[config.mk]
export PLATFORM = sky130hd
export DESIGN_NAME = status_light_ctrl
export DESIGN_NICKNAME = d
export VERILOG_FILES = /design/src/rtl/status_light_ctrl.sv
export SDC_FILE = /design/constraint.sdc
export NUM_CORES = 1
export LEC_CHECK = 0
export CORE_MARGIN = 4
export CORE_UTILIZATION = 40
export DETAILED_ROUTE_END_ITERATION = 8
export PLACE_DENSITY = 0.56
export SLEW_MARGIN = 15
export SYNTH_ARGS = -nofsm -noshare
export SYNTH_HDL_FRONTEND = slang
export SYNTH_SLANG_ARGS = --single-unit
[constraint.sdc]
create_clock -name clk -period 3.27 [get_ports clk]
set_input_delay 0.4905 -clock clk [delete_from_list [all_inputs] [get_ports clk]]
set_output_delay 0.4905 -clock clk [all_outputs]
set_load 0.01 [all_outputs]
[src/rtl/status_light_ctrl.sv]
// Status light sequencer: stretches int_req/wr strobes into held RGB colours,
// prioritises interrupt over write and PWM-dims the registered LED output.
module status_light_ctrl #(
    parameter int unsigned PRESCALE   = 1000,
    parameter int unsigned HOLD_TICKS = 50,
    parameter int unsigned PWM_BITS   = 4
) (
    input  logic                clk,
    input  logic                reset,
    input  logic                int_req,
    input  logic                wr,
    input  logic [PWM_BITS-1:0] brightness,
    output logic [2:0]          lights
);

    localparam int unsigned PreW  = $clog2(PRESCALE);
    localparam int unsigned HoldW = $clog2(HOLD_TICKS + 1);

    localparam logic [PreW-1:0]  PreMax     = PreW'(PRESCALE - 1);
    localparam logic [HoldW-1:0] HoldReload = HoldW'(HOLD_TICKS);
    localparam logic [HoldW-1:0] HoldLast   = HoldW'(1);

    localparam logic [2:0] ColReset = 3'b110;
    localparam logic [2:0] ColIdle  = 3'b100;
    localparam logic [2:0] ColInt   = 3'b011;
    localparam logic [2:0] ColWr    = 3'b001;

    typedef enum logic [1:0] {StReset, StIdle, StInt, StWr} state_e;

    state_e              state_q, state_d;
    logic [HoldW-1:0]    hold_cnt_q, hold_cnt_d;
    logic                wr_pend_q, wr_pend_d;
    logic [PreW-1:0]     pre_cnt_q, pre_cnt_d;
    logic [PWM_BITS-1:0] pwm_cnt_q, pwm_cnt_d;
    logic [PWM_BITS-1:0] bright_q, bright_d;
    logic [2:0]          lights_q, lights_d;

    logic       tick;
    logic       expire;
    logic       reload;
    logic       pwm_on;
    logic [2:0] colour;

    // Prescaler: free-running, so hold duration has up to one tick of phase jitter
    assign tick      = (pre_cnt_q == PreMax);
    assign pre_cnt_d = tick ? '0 : pre_cnt_q + PreW'(1);

    // Brightness is only sampled at the period boundary to avoid mid-period glitches
    assign pwm_cnt_d = pwm_cnt_q + PWM_BITS'(1);
    assign bright_d  = (&pwm_cnt_q) ? brightness : bright_q;
    assign pwm_on    = (&bright_q) | (pwm_cnt_q < bright_q);

    assign expire = tick & (hold_cnt_q == HoldLast);

    always_comb begin
        state_d    = state_q;
        hold_cnt_d = hold_cnt_q;
        wr_pend_d  = wr_pend_q;
        reload     = 1'b0;

        if (int_req) begin
            state_d = StInt;
            reload  = 1'b1;
            if (wr || (state_q == StWr)) begin
                wr_pend_d = 1'b1;
            end
        end else if (wr && (state_q != StInt)) begin
            state_d = StWr;
            reload  = 1'b1;
        end else begin
            if (tick && (hold_cnt_q != HoldLast)) begin
                hold_cnt_d = hold_cnt_q - HoldW'(1);
            end
            // A write during an interrupt is remembered, never reloads the hold
            if (wr) begin
                wr_pend_d = 1'b1;
            end else if (expire) begin
                case (state_q)
                    StInt: begin
                        if (wr_pend_q) begin
                            state_d   = StWr;
                            reload    = 1'b1;
                            wr_pend_d = 1'b0;
                        end else begin
                            state_d = StIdle;
                        end
                    end
                    StWr, StReset: state_d = StIdle;
                    default:       state_d = state_q;
                endcase
            end
        end

        if (reload) begin
            hold_cnt_d = HoldReload;
        end
    end

    always_comb begin
        colour = ColIdle;
        case (state_q)
            StReset: colour = ColReset;
            StIdle:  colour = ColIdle;
            StInt:   colour = ColInt;
            StWr:    colour = ColWr;
            default: colour = ColIdle;
        endcase
    end

    assign lights_d = colour & {3{pwm_on}};

    always_ff @(posedge clk or posedge reset) begin
        if (reset) begin
            state_q    <= StReset;
            hold_cnt_q <= HoldReload;
            wr_pend_q  <= 1'b0;
            pre_cnt_q  <= '0;
            pwm_cnt_q  <= '0;
            bright_q   <= '1;
            lights_q   <= ColReset;
        end else begin
            state_q    <= state_d;
            hold_cnt_q <= hold_cnt_d;
            wr_pend_q  <= wr_pend_d;
            pre_cnt_q  <= pre_cnt_d;
            pwm_cnt_q  <= pwm_cnt_d;
            bright_q   <= bright_d;
            lights_q   <= lights_d;
        end
    end

    assign lights = lights_q;

endmodule

==> results.py <==
metrics = {
    "timing": {
        "finalCritPeriodShare_pct": 63.9,
        "max_freq_mhz": 479,
        "tns_ns": 0,
        "fin_crit_ns": 2.09,
        "slew_headroom_pct": 34.2,
        "setup_viol": 0,
        "fin_ws_ns": 1.18,
        "finalMaxSlewViolations": 0,
        "whs_ns": 0.488,
        "hold_viol_final": 0,
        "finalClockSkew_ns": 0.00467,
        "rsz0062_at_grt": "false",
        "tightest_slew_ns": 0.986,
    },
    "synth": {
        "yosysUniqueCellTypes": 41,
        "synth_mux_area_share_pct": 2.79,
        "syn_inst": 149,
        "synthAdderAreaFrac_pct": 9.30,
        "synth-seq-cells": 30,
        "synth_ff_type": "dfrtp_1",
        "synthesis.area_um2": 1610,
        "ys_async_sr_fraction_pct": 100,
        "synth_nets": 169,
        "synth_top_area_share_pct": 32.6,
        "synth_xor_area_share_pct": 4.88,
        "syn_area_per_cell_um2": 10.8,
        "synthSimpleGateAreaFrac_pct": 19.6,
        "synth_compound_area_share_pct": 13.1,
        "yosysWarnings": 0,
        "synth_edf_count": 0,
        "synth.area.top_cells": "dfrtp_1 33%, dfstp_2 15%, ha_1 9.3%",
        "synth_top_family_by_area": "simple AND/OR/NAND/NOR gates",
        "ys_seq_area_share_pct": 47.2,
        "synth.largest_area_cell": "dfrtp_1",
    },
    "drt": {
        "viasPerCell": 5.11,
        "wire_per_inst_um": 13.9,
        "drtIter0Drc": 27,
        "postRouteAntennaNets": 0,
        "dr.pass1.iters": 4,
        "drc": 0,
        "vias": 1104,
        "totalWireLength_um": 3010,
    },
    "critical_path": {
        "slowest_stage": "dfstp_2",
        "end_kind": "register",
        "cp_max_fo": 4,
        "worst_ep_required_time_ns": 3.47,
        "arrival_ns": 2.29,
        "crit_buf_inv": 1,
        "criticalPathCategory": "register to register",
        "start_kind": "register",
        "crit_path_max_incr_delay_ns": 0.54,
        "cpLargestDelayFamily": "simple AND/OR/NAND/NOR gates",
        "worstPathCellList": "inv_1 > ha_1 > nor2b_1 > a2111oi_4 > or4b_1 > a21oi_1",
    },
    "cells_and_area": {
        "drive_gt1_share_pct": 20.8,
        "most-common-layout-cells": "21 x dfrtp_1, 13 x nor2_1, 12 x inv_1, 12 x ha_1, 10 x clkdlybuf4s50_1",
        "area_growth_pct": 15.7,
        "n_antenna_cell": 0,
        "layout_commonest_cell": "dfrtp_1",
        "final_cell_count_no_fill": 216,
        "layout.nets": 187,
    },
    "power_and_ir_drop": {
        "vdd_ir_drop_max_uv": 173,
        "power.total_w": 0.000716,
        "p_per_area_nw_per_um2": 384,
        "power.leakage_nw": 0.844,
    },
    "clocking": {
        "clk_latency_ns": 0.28,
        "clk_pin_slew_worst_paths_ns": 0.07,
        "htree_levels": 2,
        "cts-root-buf": "clkbuf_8",
        "cts.hold.buffers_added": 0,
        "cts_resized": 0,
        "cts_sinks": 30,
        "cts_setup_buffers": 0,
        "cts_max_path_buffers": 2,
        "cts_inserted_buffers": 5,
        "tritoncts": "done",
    },
    "global_routing": {
        "grt_pass1_vias": 1252,
        "globalRouteOverflowTotal": 0,
        "antenna_found_initial": 0,
        "grt_start_max_net_pins": 28,
        "grtUsageTotal_pct": 14.0,
        "grt_pass1_wl_um": 5640,
    },
    "floorplan": {
        "die_x_um": 71.5,
        "die-height_um": 71.5,
        "die-area_um2": 5120,
        "core_um2": 3770,
        "pin_count": 11,
        "rows": 22,
        "start_util_pct": 42.8,
    },
    "place": {
        "place_inst": 208,
        "dp_hpwl_um": 2180,
        "dp_slack_ns": 1.19,
        "gp_congestion": 0.840,
        "port_buffers": 10,
    },
    "hold_path": {
        "hold_path_class": "register to register",
    },
    "job": {
        "max_cap_violations": 0,
    },
    "status": {
        "status": "finished, final reports clean",
    },
}
[layer usage]
metal	GRT usage [%]	vias up	wire length, µm
li1	-	561	-
met5	0	-	0
met4	6.68	0	56
met3	4.35	6	144
met1	16.0	518	1390
met2	23.7	19	1420
[per-stage QoR]
stage / util [%] / area (µm²)
floorplan: - / 1610
global placement: 47.3 / 1780
detailed placement: 47.3 / 1780
CTS: 49.5 / 1870
global route: 49.5 / 1870
finish: 49.5 / 1870
[flip-flops by register name, summed over array words and instances, names as in the netlist]
signal	cells
pre_cnt_q	10
bright_q	4
lights	3
wr_pend_q	1
state_q	2
pwm_cnt_q	4
hold_cnt_q	6
[cell usage after synthesis, types with 2 or more instances]
cell type / n
nand2b_1: 2
nor3_2: 2
o21ai_0: 8
a21o_1: 4
dfstp_2: 9
nand2_1: 4
dfrtp_1: 21
xnor2_1: 3
nor2_1: 13
inv_1: 12
nand3_1: 5
ha_1: 12
nand4_1: 2
nor3_1: 2
mux2_2: 4
and2_1: 2
xor2_1: 6
and3_1: 3
or3_2: 3
a21oi_1: 8
nand3b_1: 2
a31oi_1: 3
[report_power, final]
part | switching, W | internal [W] | leakage, nW
registers | 0.00000396 | 0.000380 | 0.354
logic | 0.0000230 | 0.0000231 | 0.445
clock network | 0.000139 | 0.000147 | 0.0450
[cells by family after synthesis]
family / Yosys count
buffers and inverters: 13
xor gates and xnor gates: 9
and+or+nand+nor: 51
DFF: 30
AOI/OAI and AO/OA: 30
muxes: 4
adders and majority gates: 12
[path summary, 6_finish.rpt]
check,from,endpoint,slack [ns],depth (start not counted)
setup reg to reg,hold_cnt_q[1],hold_cnt_q[3],1.18,6
setup / recovery,hold_cnt_q[1],hold_cnt_q[3],1.18,6
max in group asynchronous,reset,bright_q[2],1.83,3
min in group asynchronous,reset,pre_cnt_q[7],0.74,2
hold reg to reg,pwm_cnt_q[0],pwm_cnt_q[0],0.49,1
hold / removal,pwm_cnt_q[0],pwm_cnt_q[0],0.49,1
[final cells by class]
| cell class | count | area [µm²] |
|---|---|---|
| fillers | 337 | 1900 |
| multi-input cells | 106 | 802 |
| flip-flops and latches | 30 | 762 |
| repair buffers | 12 | 115 |
| clock buffers | 6 | 72.6 |
| well taps | 48 | 60.1 |
| inverters | 12 | 45.0 |
| clock inverters | 2 | 10.0 |
Note: power is estimated with default switching activity, not from simulation.
